`src/rtl/axi4_lite_reg_slice.sv`:
```
`default_nettype none
// ============================================================================
// Module   : axi4_lite_reg_slice
// Brief    : AXI4-Lite timing-isolation slice with a 2-entry skid buffer
//            on each of the AW, W, B, AR and R channels.
// Revision : 1.0
// ============================================================================

module axi4_lite_reg_slice_skid #(
    parameter int W = 32
) (
    input  logic         clk,
    input  logic         reset,
    input  logic         i_valid,
    output logic         o_ready,
    input  logic [W-1:0] i_payload,
    output logic         o_valid,
    input  logic         i_ready,
    output logic [W-1:0] o_payload
);
    logic         r_out_valid_q,   w_out_valid_d;
    logic [W-1:0] r_out_payload_q, w_out_payload_d;
    logic         r_skid_valid_q,  w_skid_valid_d;
    logic [W-1:0] r_skid_payload_q, w_skid_payload_d;
    logic         r_in_ready_q,    w_in_ready_d;
    logic         w_accept;
    logic         w_drain;

    assign w_accept = i_valid && r_in_ready_q;
    assign w_drain  = r_out_valid_q && i_ready;

    // o_ready is low whenever skid is full, so accept and skid-to-main never coincide
    always_comb begin
        w_out_valid_d    = r_out_valid_q;
        w_out_payload_d  = r_out_payload_q;
        w_skid_valid_d   = r_skid_valid_q;
        w_skid_payload_d = r_skid_payload_q;
        if (w_drain) begin
            if (r_skid_valid_q) begin
                w_out_payload_d = r_skid_payload_q;
                w_skid_valid_d  = 1'b0;
            end else if (w_accept) begin
                w_out_payload_d = i_payload;
            end else begin
                w_out_valid_d = 1'b0;
            end
        end else if (w_accept) begin
            if (r_out_valid_q) begin
                w_skid_valid_d   = 1'b1;
                w_skid_payload_d = i_payload;
            end else begin
                w_out_valid_d   = 1'b1;
                w_out_payload_d = i_payload;
            end
        end
        w_in_ready_d = !w_skid_valid_d;
    end

    always_ff @(posedge clk) begin
        if (reset) begin
            r_out_valid_q    <= 1'b0;
            r_out_payload_q  <= '0;
            r_skid_valid_q   <= 1'b0;
            r_skid_payload_q <= '0;
            r_in_ready_q     <= 1'b0;
        end else begin
            r_out_valid_q    <= w_out_valid_d;
            r_out_payload_q  <= w_out_payload_d;
            r_skid_valid_q   <= w_skid_valid_d;
            r_skid_payload_q <= w_skid_payload_d;
            r_in_ready_q     <= w_in_ready_d;
        end
    end

    assign o_ready   = r_in_ready_q;
    assign o_valid   = r_out_valid_q;
    assign o_payload = r_out_payload_q;
endmodule

module axi4_lite_reg_slice #(
    parameter int REG_AW = 1,
    parameter int REG_W  = 1,
    parameter int REG_B  = 1,
    parameter int REG_AR = 1,
    parameter int REG_R  = 1
) (
    input  logic        clk,
    input  logic        reset,
    input  logic        cpu_axi_awvalid,
    output logic        cpu_axi_awready,
    input  logic [31:0] cpu_axi_awaddr,
    input  logic [2:0]  cpu_axi_awprot,
    input  logic        cpu_axi_wvalid,
    output logic        cpu_axi_wready,
    input  logic [31:0] cpu_axi_wdata,
    input  logic [3:0]  cpu_axi_wstrb,
    output logic        cpu_axi_bvalid,
    input  logic        cpu_axi_bready,
    input  logic        cpu_axi_arvalid,
    output logic        cpu_axi_arready,
    input  logic [31:0] cpu_axi_araddr,
    input  logic [2:0]  cpu_axi_arprot,
    output logic        cpu_axi_rvalid,
    input  logic        cpu_axi_rready,
    output logic [31:0] cpu_axi_rdata,
    output logic        mem_axi_awvalid,
    input  logic        mem_axi_awready,
    output logic [31:0] mem_axi_awaddr,
    output logic [2:0]  mem_axi_awprot,
    output logic        mem_axi_wvalid,
    input  logic        mem_axi_wready,
    output logic [31:0] mem_axi_wdata,
    output logic [3:0]  mem_axi_wstrb,
    input  logic        mem_axi_bvalid,
    output logic        mem_axi_bready,
    output logic        mem_axi_arvalid,
    input  logic        mem_axi_arready,
    output logic [31:0] mem_axi_araddr,
    output logic [2:0]  mem_axi_arprot,
    input  logic        mem_axi_rvalid,
    output logic        mem_axi_rready,
    input  logic [31:0] mem_axi_rdata
);
    generate
        if (REG_AW != 0) begin : g_aw_reg
            axi4_lite_reg_slice_skid #(.W(35)) u_skid (
                .clk(clk), .reset(reset),
                .i_valid(cpu_axi_awvalid), .o_ready(cpu_axi_awready),
                .i_payload({cpu_axi_awaddr, cpu_axi_awprot}),
                .o_valid(mem_axi_awvalid), .i_ready(mem_axi_awready),
                .o_payload({mem_axi_awaddr, mem_axi_awprot})
            );
        end else begin : g_aw_wire
            assign mem_axi_awvalid = cpu_axi_awvalid;
            assign cpu_axi_awready = mem_axi_awready;
            assign mem_axi_awaddr  = cpu_axi_awaddr;
            assign mem_axi_awprot  = cpu_axi_awprot;
        end

        if (REG_W != 0) begin : g_w_reg
            axi4_lite_reg_slice_skid #(.W(36)) u_skid (
                .clk(clk), .reset(reset),
                .i_valid(cpu_axi_wvalid), .o_ready(cpu_axi_wready),
                .i_payload({cpu_axi_wdata, cpu_axi_wstrb}),
                .o_valid(mem_axi_wvalid), .i_ready(mem_axi_wready),
                .o_payload({mem_axi_wdata, mem_axi_wstrb})
            );
        end else begin : g_w_wire
            assign mem_axi_wvalid = cpu_axi_wvalid;
            assign cpu_axi_wready = mem_axi_wready;
            assign mem_axi_wdata  = cpu_axi_wdata;
            assign mem_axi_wstrb  = cpu_axi_wstrb;
        end

        // B carries no payload; a constant bit keeps the shared skid unit reusable
        if (REG_B != 0) begin : g_b_reg
            logic w_b_payload_unused;
            axi4_lite_reg_slice_skid #(.W(1)) u_skid (
                .clk(clk), .reset(reset),
                .i_valid(mem_axi_bvalid), .o_ready(mem_axi_bready),
                .i_payload(1'b0),
                .o_valid(cpu_axi_bvalid), .i_ready(cpu_axi_bready),
                .o_payload(w_b_payload_unused)
            );
        end else begin : g_b_wire
            assign cpu_axi_bvalid = mem_axi_bvalid;
            assign mem_axi_bready = cpu_axi_bready;
        end

        if (REG_AR != 0) begin : g_ar_reg
            axi4_lite_reg_slice_skid #(.W(35)) u_skid (
                .clk(clk), .reset(reset),
                .i_valid(cpu_axi_arvalid), .o_ready(cpu_axi_arready),
                .i_payload({cpu_axi_araddr, cpu_axi_arprot}),
                .o_valid(mem_axi_arvalid), .i_ready(mem_axi_arready),
                .o_payload({mem_axi_araddr, mem_axi_arprot})
            );
        end else begin : g_ar_wire
            assign mem_axi_arvalid = cpu_axi_arvalid;
            assign cpu_axi_arready = mem_axi_arready;
            assign mem_axi_araddr  = cpu_axi_araddr;
            assign mem_axi_arprot  = cpu_axi_arprot;
        end

        if (REG_R != 0) begin : g_r_reg
            axi4_lite_reg_slice_skid #(.W(32)) u_skid (
                .clk(clk), .reset(reset),
                .i_valid(mem_axi_rvalid), .o_ready(mem_axi_rready),
                .i_payload(mem_axi_rdata),
                .o_valid(cpu_axi_rvalid), .i_ready(cpu_axi_rready),
                .o_payload(cpu_axi_rdata)
            );
        end else begin : g_r_wire
            assign cpu_axi_rvalid = mem_axi_rvalid;
            assign mem_axi_rready = cpu_axi_rready;
            assign cpu_axi_rdata  = mem_axi_rdata;
        end
    endgenerate
endmodule
`default_nettype wire
```
`config.mk`:
```
export PLATFORM = sky130hd
export DESIGN_NAME = axi4_lite_reg_slice
export DESIGN_NICKNAME = d
export VERILOG_FILES = /design/src/rtl/axi4_lite_reg_slice.sv
export SDC_FILE = /design/constraint.sdc
export NUM_CORES = 1
export LEC_CHECK = 0
export BUFFER_PORTS_ARGS = -buffer_cell sky130_fd_sc_hd__buf_2
export CORE_MARGIN = 2
export CORE_UTILIZATION = 58
export DETAILED_ROUTE_END_ITERATION = 6
export GPL_TIMING_DRIVEN = 0
export PLACE_DENSITY = 0.9
export REMOVE_ABC_BUFFERS = 1
export SETUP_SLACK_MARGIN = 0.1
export SLEW_MARGIN = 5
export SYNTH_ARGS = -nofsm -noshare
export SYNTH_HDL_FRONTEND = slang
export SYNTH_HIERARCHICAL = 1
export SYNTH_SLANG_ARGS = --single-unit
```
`constraint.sdc`:
```
create_clock -name clk -period 2.1 [get_ports clk]
set_input_delay 0.525 -clock clk [delete_from_list [all_inputs] [get_ports clk]]
set_output_delay 0.525 -clock clk [all_outputs]
set_load 0.02 [all_outputs]
```
---- After elaboration in Yosys (flattened, before gate mapping) ----
Cells that the tools add are included.
storage, ports and cells
  input bits .............................. 150
  logic and storage cells ................. 133
  register bits after elaboration ......... 291
operators by class
  reductions and logical operators ........ 37
  eq/ne operators ......................... 14
  bitwise logic cells ..................... 4
  muxes and demuxes ....................... 55
operators by type and width
  operator                                       number
  35-bit 2-to-1 mux                              10
  36-bit 2-to-1 mux                              5
  32-bit 2-to-1 mux                              5
  3-bit AND reduction                            13
  1-bit 2-to-1 mux                               35
  2-bit inequality test (second input constant)  14
  2-bit nonzero test                             9
  1-bit logical AND                              10
  1-bit logical NOT                              5
  1-bit NOT                                      4

---- Logic depth before layout (Yosys ltp) ----
Gate-level depths: netlist (run 1).
  depth after elaboration ................. 4
  gate-level depth with buffers ........... 8
  depth with buffers taken out ............ 5

---- By module ----
Netlist (run 1), hierarchy kept.
modules (own cells, without submodules)
  module                                           times used  sequential area each (sq um)  cells each  area each (sq um)
  axi4_lite_reg_slice_skid at g_ar_reg.u_skid ...  2           1461.4                        335         3183.1
  axi4_lite_reg_slice_skid at g_w_reg.u_skid       1           1501.4                        343         3259.4
  axi4_lite_reg_slice_skid at g_r_reg.u_skid       1           1341.3                        308         2956.6
  axi4_lite_reg_slice_skid at g_b_reg.u_skid       1           100.1                         26          234.0
  axi4_lite_reg_slice                              1           0.0                           1           3.8

---- Worst setup path before layout (run 1) ----
No wires, ideal clock.
  path kind ............................... register to register
  start ................................... reg g_ar_reg.u_skid.r_out_valid_q (netlist: g_ar_reg.u_skid/o_valid)
  end ..................................... reg g_ar_reg.u_skid.r_out_payload_q[0] (netlist: g_ar_reg.u_skid/o_payload[0])
  required time ........................... 2.019 ns
  arrival ................................. 1.543 ns
  stages on the path, launching flop included .. 8
  setup slack ............................. 0.476 ns
  path through ............................ dfxtp_1 > buf_4 > nand2_1 > ha_1 > clkinv_1 > clkbuf_1 > a31oi_1 > a211oi_2
between the ends
  cells in the longest elaborated chain, start to end .. 3
ends and longest elaborated chain
  what                                                                          RTL line  source
  from (decl)                                                                   21        logic r_out_valid_q, w_out_valid_d;
  from (signal assigned)                                                        67        r_out_valid_q <= w_out_valid_d;
  1-bit logical AND                                                             30        assign w_drain = r_out_valid_q && i_ready;
  2-bit inequality test (no source line) or 2-bit nonzero test (tied branches)  --
  3-bit AND reduction (no source line)                                          --
  to (signal assigned)                                                          68        r_out_payload_q <= w_out_payload_d;
  to (decl)                                                                     22        logic [W-1:0] r_out_payload_q, w_out_payload_d;
Parallel ways exist; a longest one is shown, timed or not.
A chain may end at the register's enable or synchronous reset.

---- Final worst setup path (run 1) ----
  start ................................... reg g_aw_reg.u_skid.r_out_valid_q (netlist: g_aw_reg.u_skid/o_valid)
  end ..................................... reg g_aw_reg.u_skid.r_skid_payload_q[16]
between the ends
  cells in the longest elaborated chain, start to end .. 3
ends and longest elaborated chain
  what                                    RTL line  source
  from (decl)                             21
  from (signal assigned)                  67
  1-bit logical AND                       30
  1-bit NOT (no source line)              --
  3-bit AND reduction (no source line) *  --
  to (signal assigned)                    70        r_skid_payload_q <= w_skid_payload_d;
  to (decl)                               24        logic [W-1:0] r_skid_payload_q, w_skid_payload_d;
Every way passes the cells marked *; elsewhere a longest branch is shown, timed or not.

==> results of run 1 <==
sequential cells by signal, indices dropped and copies added (netlist names), 32 cells and up:
| name | count |
|---|---|
| g_aw_reg.u_skid/o_payload | 35 |
| g_aw_reg.u_skid/r_skid_payload_q | 35 |
| g_r_reg.u_skid/r_skid_payload_q | 32 |
| g_ar_reg.u_skid/r_skid_payload_q | 35 |
| g_ar_reg.u_skid/o_payload | 35 |
| g_w_reg.u_skid/r_skid_payload_q | 36 |
| g_r_reg.u_skid/o_payload | 32 |
| g_w_reg.u_skid/o_payload | 36 |
what timing repair did:
item | CTS | global route
pin swaps | 1 | 0
gates cloned | 2 | 0
buffers inserted | 3 | 4
setup endpoints to repair | 177 | 136
gates resized for setup | 19 | 10
per-layer routing:
layer	vias up	GRT usage, %	part of all wire (%)
li1	5261	-	-
met1	5433	35.1	39
met2	559	50.3	50
met3	105	5.93	8.2
met4	2	10.1	3.3
met5	-	0	0.045
placed cells by master, fill, tap and decap left out, types with 4 or more instances in the layout:
cell type and n:
buf_2 296, dfxtp_1 288, nand2_1 286, a31oi_1 143
a21oi_1 143, mux2i_1 138, a211oi_2 120, clkbuf_16 31
a211oi_1 18, nor2_1 10, clkbuf_8 7, clkinv_2 6
clkbuf_1 6, buf_12 6, and3_4 5, nor3b_1 5
nor3_1 5, nor2b_1 5, ha_1 5, buf_16 5
buf_8 5, diode_2 4, clkinvlp_4 4, nand2b_4 4
and4b_2 4, nand4b_1 4, buf_4 4
final cells by class:
type	instances	share of cell area [%]
antenna	4	0.0652
clock buffer	44	5.83
clock inverter	13	0.994
inverter	4	0.220
multi-input combinational	903	40.4
sequential	291	38.0
tap	280	2.28
timing repair buffer	319	12.2
timing repair inverter	1	0.0489
how the worst max path moves through the flow:
| stage | startpoint | endpoint | slack [ns] | cells after the start |
|---|---|---|---|---|
| 6_report | g_aw_reg.u_skid/o_valid$_SDFFE_PP0P_ | g_aw_reg.u_skid/r_skid_payload_q[16]$_SDFFE_PP0P_ | 0.20 | 5 |
| 2_1_floorplan | mem_axi_wready | g_w_reg.u_skid/o_payload[14]$_SDFFE_PP0P_ | -0.68 | 3 |
| 5_1_grt | g_r_reg.u_skid/o_valid$_SDFFE_PP0P_ | g_r_reg.u_skid/o_payload[19]$_SDFFE_PP0P_ | 0.14 | 3 |
| 3_5_place_dp | mem_axi_awready | g_aw_reg.u_skid/o_payload[19]$_SDFFE_PP0P_ | -1.00 | 7 |
| 3_3_place_gp | reset | g_aw_reg.u_skid/o_valid$_SDFFE_PP0P_ | -3.48 | 2 |
| 4_1_cts | g_r_reg.u_skid/o_valid$_SDFFE_PP0P_ | g_r_reg.u_skid/o_payload[10]$_SDFFE_PP0P_ | 0.08 | 5 |
report_power, final:
group	total [W]	switching, W	internal, W	leakage, nW
Combinational	0.00196	0.00127	0.000688	3.81
Sequential	0.00595	0.000178	0.00577	2.36
Clock	0.00554	0.00222	0.00332	0.514
critical path: cells and delay by family (launching register included):
| kind | cells | cell delay (ns) |
|---|---|---|
| AOI/OAI and AO/OA | 1 | 0.07 |
| buffers and inverters | 2 | 0.55 |
| DFF | 1 | 0.46 |
| and+or+nand+nor | 2 | 0.67 |
through the flow:
stage / cells / total power (W) / setup WS (ns) / area [µm²]
2_1_floorplan: 1197 / 0.00709 / -0.683 / 11900
3_3_place_gp: 1774 / 0.00780 / -3.48 / 13800
3_5_place_dp: 1789 / 0.00789 / -1.00 / 14100
4_1_cts: 1851 / 0.0134 / 0.0837 / 15300
5_1_grt: 1859 / 0.0139 / 0.135 / 15400
6_report: 1859 / 0.0134 / 0.199 / 15400
==> run metrics, run 1 <==
status complete, no violations; final period utilization 90.5%; post-DR vias/cell 6.11; Multi-input gate area 6200 µm²; WS Path Type reg2reg; clock skew 0.00804 ns; CP max FO 16; total leakage power 6.68 nW; largest net degree at the start of global routing 127; Fillers 1510; # rows 54; overall routed net length 35.6 mm; clock sinks 291; setup slack, reg-to-reg 0.20 ns; cells along the critical path nand4b_1, buf_8, buf_6, nand2_1, a21oi_1; H-tree depth 1; worst reg2reg path depth 5; hold path depth 3; DR pass1 iterations 5; nature of the critical path endpoint flop; Core ar. 21700 µm²; grt total ovfl 0; Setup Total Neg Slack 0 ns; Worst Hold Launch mem_axi_rdata[20]; chip height 152 µm; DR vias 11400; power density over cell area 876 nW/µm²; Longest Clk Path Bufs 3; CTS tree yes; average size of a mapped cell 9.52 µm²; launching point of the worst reg2reg path g_aw_reg.u_skid/o_valid$_SDFFE_PP0P_; Worst Hold Class in2reg; die footprint 23100 µm²; CTS hold repair buffers 0; Slew Viols, Final 0; CP max stage cell nand4b_1; worst-skew pair later-pin latency 0.55 ns; Die X 152 µm; 1st-iter DRT viols 778; Critical Path AT 2.29 ns; Worst Setup Start Kind flop; clock-pin slew on the worst setup and hold paths 0.06 ns; final-stage net count 1706; first-pass GRT wire length 56.3 mm; Final Setup Violations 0; total CTS buffers 31; I/O Buffers 297; initial antenna violation count 5; post-DP HPWL 21.6 mm; final hold vios 0; number of global-route vias before repair 11100; overall global routing resource usage 28.7%; hold worst-path end g_r_reg.u_skid/r_skid_payload_q[20]$_SDFFE_PP0P_; CTS Root Cell clkbuf_16; Peak Freq 526 MHz; peak supply drop 0.000929 V; Least-Margin Pin Slew 0.794 ns; mapped cell area 12700 µm²; Placer Congestion 0.805; Data required, critical path 2.49 ns; DRC violations left 0; fin util 70.8%; Synth warnings 6; Starting Density 58.6%; Final Critical Period 1.90 ns; Crit path largest cell delay 0.60 ns; worst flop-to-flop path endpoint g_aw_reg.u_skid/r_skid_payload_q[16]$_SDFFE_PP0P_; worst rel slew slack 47.1%; RSZ-0062 raised after global routing no; post-route ant nets 0; max cap viols 0; area grow syn2layout 20.9%; Post-Synthesis Cells 1334; total I/O pin count 298; WHS 0.224 ns; layout cells sized above 1 33.0%; post-DR wirelength/cell 19.2 µm; sequential cell area 5830 µm²
Power figures use the tool's default switching activity.
==> run 2: changes to the inputs <==
Settings changed: ABC_AREA from default to 1, CORE_UTILIZATION 58 to 59, SYNTH_HIERARCHICAL 1 to default.
==> run metrics, run 2 <==
Setup Total Neg Slack 0 ns; 1st-iter DRT viols 1343; H-tree depth 1; CTS hold repair buffers 0; grt met1 use 34.2%; kind of cell adding the most delay to the critical path flip-flops; Global Route met3 Usage 5.30%; final period utilization 88.7%; layout cells sized above 1 15.6%; total leakage power 9.01 nW; max cap viols 0; sequential area share after synthesis 41.2%; clock sinks 291; worst-skew pair later-pin latency 0.55 ns; commonest non-fill, non-tap cell in the layout nand2_1; post-route ant nets 0; # rows 56; total I/O pin count 298; cell with the most instances after synthesis nand2_1; post-DP HPWL 20.8 mm; post-DR vias/cell 4.99; most frequent cells in the layout nand2_1, nor2_1, buf_2; grt total ovfl 0; clock skew 0.0195 ns; Post-synth ARST share 0%; Fillers 1937; Critical path origin g_w_reg.u_skid.o_valid$_SDFFE_PP0P_; Least-Margin Pin Slew 0.934 ns; Synth top area share 41.2%; DR pass1 iterations 6; largest area contributor in the netlist dfxtp_1; average size of a mapped cell 6.13 µm²; Longest Clk Path Bufs 3; Synth Register Bits 291; first-pass GRT wire length 60.1 mm; WS Path Type reg2out; Slew Viols, Final 0; worst rel slew slack 37.8%; DRC violations left 0; number of global-route vias before repair 12900; overall routed net length 36.8 mm; I/O Buffers 297; die footprint 25200 µm²; final hold vios 0; Starting Density 60.2%; Setup WS pre-CTS -1.20 ns; Die X 159 µm; Post-synth EDFFs 0; RSZ-0062 raised after global routing no; status complete, no violations; largest net degree at the start of global routing 160; Synth warnings 0; Synth Flop Type dfxtp_1; Critical Path AT 1.34 ns; overall global routing resource usage 27.7%; WHS 0.244 ns; peak supply drop 0.000601 V; CTS Root Cell clkbuf_16; Post-Synthesis Cells 2307; CP max FO 23; Placer Congestion 0.824; DR vias 14300; launching point of the worst reg2reg path g_aw_reg.u_skid.o_valid$_SDFFE_PP0P_; Data required, critical path 1.57 ns; Core ar. 23500 µm²; final-stage net count 2659; post-DR wirelength/cell 12.9 µm; Peak Freq 537 MHz; clock-pin slew on the worst setup and hold paths 0.06 ns; Setup WS post-layout 0.237 ns; Worst Hold Launch cpu_axi_bready; power density over cell area 819 nW/µm²; CTS tree yes; busiest grt layer met2; Synth cell types 24; nature of the critical path endpoint output pin; Worst Setup Start Kind flop; Final Critical Period 1.86 ns; chip height 159 µm; CP max stage cell dfxtp_4; met2 usage 47.5%; Crit path largest cell delay 0.56 ns; cells along the critical path buf_2; buffer and inverter count on the worst path 1; Final Setup Violations 0; total CTS buffers 30; top cells by area, synth dfxtp_1, nand2_1, nor2_1, inv_1, nand4_1; area grow syn2layout 17.9%; initial antenna violation count 7; Worst Hold Class in2reg; mapped cell area 14100 µm²; synth cell count leaders nand2_1, nor2_1, dfxtp_1, inv_1, nand4_1
-- run 2: cell types whose count changed in the layout (fill, tap and decap cells not counted), moves of 8 or more --
cell	delta
a31oi_1	-139
inv_1	+284
a211oi_2	-120
mux2i_1	-138
a21oi_1	-141
nand2_1	+567
nor2_1	+551
nor2_4	+10
dfxtp_4	+8
nand4_1	+138
a211oi_1	-18
-- run 2: layer usage --
layer / wire [µm] / part of all wire (%)
met1: 15200 / 41
met2: 17800 / 48
met3: 2540 / 6.9
met4: 1330 / 3.6
met5: 41 / 0.11
-- run 2: stage by stage --
step	power [W]	area (µm²)	cells	utilization (%)
global route	0.0142	16700	2856	71.0
CTS	0.0137	16600	2849	70.8
global placement	0.00787	15200	2777	64.7
detailed placement	0.00788	15300	2782	65.3
floorplan	0.00722	13300	2161	-
finish	0.0137	16700	2856	71.0
-- run 2: worst paths after layout --
kind	slack [ns]	endpoint	cells after the start
worst min register to register	0.48	g_ar_reg.u_skid.r_skid_payload_q[19]$_SDFFE_PP0P_	2
worst max-delay path	0.24	mem_axi_wvalid	1
worst max register to register	0.26	g_aw_reg.u_skid.r_skid_payload_q[10]$_SDFFE_PP0P_	5
worst min-delay path	0.24	g_b_reg.u_skid.o_valid$_SDFFE_PP0P_	4
-- run 2: cell type report --
type / count / area [µm²] / share of cell area, %
Inverter: 286 / 1080 / 6.49
Antenna cell: 4 / 10.0 / 0.0601
Tap cell: 319 / 399 / 2.39
Clock buffer: 41 / 893 / 5.36
Multi-Input combinational cell: 1592 / 6530 / 39.2
Clock inverter: 15 / 208 / 1.25
Sequential cell: 291 / 5860 / 35.1
Timing Repair Buffer: 308 / 1690 / 10.2
-- run 2: kinds of logic (layout without fill, tap and decap cells) --
logic type / after synthesis / after routing / share of synthesized area, %
AOI/OAI and AO/OA: 10 / 10 / 0.389
buffers and inverters: 432 / 650 / 13.6
DFF: 291 / 291 / 41.2
other: 0 / 4 / 0
and+or+nand+nor: 1574 / 1582 / 44.8
-- run 2: repair_timing --
| item | 4_1_cts | 5_1_grt |
|---|---|---|
| pin swaps | 5 | 2 |
| setup buffers | 5 | 1 |
| gates cloned | 6 | 2 |
| resized for setup | 20 | 4 |
| setup endpoints to repair | 280 | 63 |
-- run 2: report_power, final --
group	total, W	switching [W]	internal [W]
Clock	0.00584	0.00226	0.00358
Combinational	0.00183	0.00119	0.000638
Sequential	0.00599	0.000205	0.00578
Total	0.0137	0.00366	0.0100
==> run 3: changes to the inputs <==
Settings changed: CORE_UTILIZATION 59 to 50, PLACE_DENSITY 0.9 to 0.79.
==> run metrics, run 3 (synthesized netlist as in run 2, its figures left out) <==
max cap viols 0; placed cell area 15400 µm²; fin area 16700 µm²; initial antenna violation count 5; CTS tree yes; first-pass GRT wire length 57.4 mm; Worst Setup Start Kind flop; Die X 172 µm; status complete, no violations; clock-pin slew on the worst setup and hold paths 0.06 ns; Placer Congestion 0.781; Final Critical Period 1.86 ns; number of stages on the worst setup path 1; worst rel slew slack 36.3%; launching point of the worst reg2reg path g_r_reg.u_skid.o_valid$_SDFFE_PP0P_; final period utilization 88.8%; post-route ant nets 0; H-tree depth 1; DR pass1 iterations 5; Worst Hold Launch mem_axi_bvalid; nature of the critical path endpoint output pin; Critical Path AT 1.34 ns; Longest Clk Path Bufs 3; WS Path Type reg2out; post-DR wirelength/cell 12.4 µm; buffer and inverter count on the worst path 1; DRC violations left 0; total CTS buffers 31; chip height 172 µm; die footprint 29600 µm²; largest net degree at the start of global routing 154; cells along the critical path buf_2; CTS hold repair buffers 0; final hold vios 0; total leakage power 9.03 nW; RSZ-0062 raised after global routing no; Crit path largest cell delay 0.55 ns; overall global routing resource usage 23.2%; post-DR vias/cell 4.77; most frequent cells in the layout nand2_1, nor2_1, buf_2; clock sinks 291; Final Setup Violations 0; kind of cell adding the most delay to the critical path flip-flops; worst-skew pair later-pin latency 0.55 ns; Fillers 2697; I/O Buffers 297; power density over cell area 823 nW/µm²; hold path depth 3; final-stage net count 2660; commonest non-fill, non-tap cell in the layout nand2_1; peak supply drop 0.000644 V; Critical path origin g_ar_reg.u_skid.o_valid$_SDFFE_PP0P_; WHS 0.245 ns; total I/O pin count 298; Core ar. 27800 µm²; Slew Viols, Final 0; CP max FO 22; # rows 61; 1st-iter DRT viols 1006; worst reg2reg path depth 5; DR vias 13900; layout cells sized above 1 15.4%; Peak Freq 537 MHz; post-DP HPWL 20.8 mm; number of global-route vias before repair 12300; Least-Margin Pin Slew 0.956 ns; Starting Density 50.9%; overall routed net length 36.1 mm; Worst Hold Class in2reg; Data required, critical path 1.57 ns; CP max stage cell dfxtp_4; grt total ovfl 0; clock skew 0.0119 ns; CTS Root Cell clkbuf_16; area grow syn2layout 18.4%
run 3: report_power, final:
part	switching, W	internal (W)	leakage [nW]
logic	0.00117	0.000637	6.10
clock network	0.00225	0.00374	0.553
registers	0.000201	0.00578	2.38
total	0.00362	0.0102	9.03
run 3: layout make-up:
type | instances | area, µm² | area share [%]
Multi-Input combinational cell | 1589 | 6500 | 38.8
Sequential cell | 291 | 5860 | 35.0
Timing Repair Buffer | 311 | 1710 | 10.2
Inverter | 286 | 1080 | 6.46
Clock buffer | 45 | 918 | 5.48
Tap cell | 378 | 473 | 2.82
Clock inverter | 10 | 200 | 1.20
Antenna cell | 3 | 7.51 | 0.0448
run 3: final timing paths:
check                                                 endpoint  slack (ns)
min reg2reg  g_ar_reg.u_skid.r_skid_payload_q[21]$_SDFFE_PP0P_        0.48
max                                            mem_axi_arvalid        0.24
min                        g_b_reg.u_skid.o_valid$_SDFFE_PP0P_        0.24
max reg2reg   g_r_reg.u_skid.r_skid_payload_q[12]$_SDFFE_PP0P_        0.27
run 3: worst reg2reg max path, stage by stage, from the launching register on:
cell     delay (ns)
dfxtp_4        0.54
nand3_2        0.23
nor2_2         0.68
nand2_1        0.11
nand2_1        0.10
nor2_1         0.07
run 3: metal layers:
metal	vias up	track usage [%]	routed length, µm
li1	7270	-	-
met5	-	0	24
met3	76	4.60	2470
met1	6164	28.6	15400
met2	377	40.5	17200
met4	4	7.49	1020
run 3: stage by stage:
step | worst slack (ns) | power (W) | instances | TNS (ns) | util (%)
final | 0.236 | 0.0138 | 2913 | 0 | 60.3
after global placement | -2.63 | 0.00789 | 2836 | -716.54 | 54.9
after floorplan | -0.874 | 0.00722 | 2161 | -236.00 | -
after global routing | 0.114 | 0.0144 | 2912 | 0 | 60.3
after detailed placement | -1.16 | 0.00788 | 2842 | -108.10 | 55.5
after CTS | 0.108 | 0.0139 | 2908 | 0 | 60.1
run 3: repair_timing:
item | in CTS | in global routing
resized for setup | 14 | 5
cloned | 4 | 1
buffers inserted | 7 | 1
endpoints found under the setup margin | 280 | 105
endpoints found under the hold margin | 0 | 0
pin swaps | 4 | 2
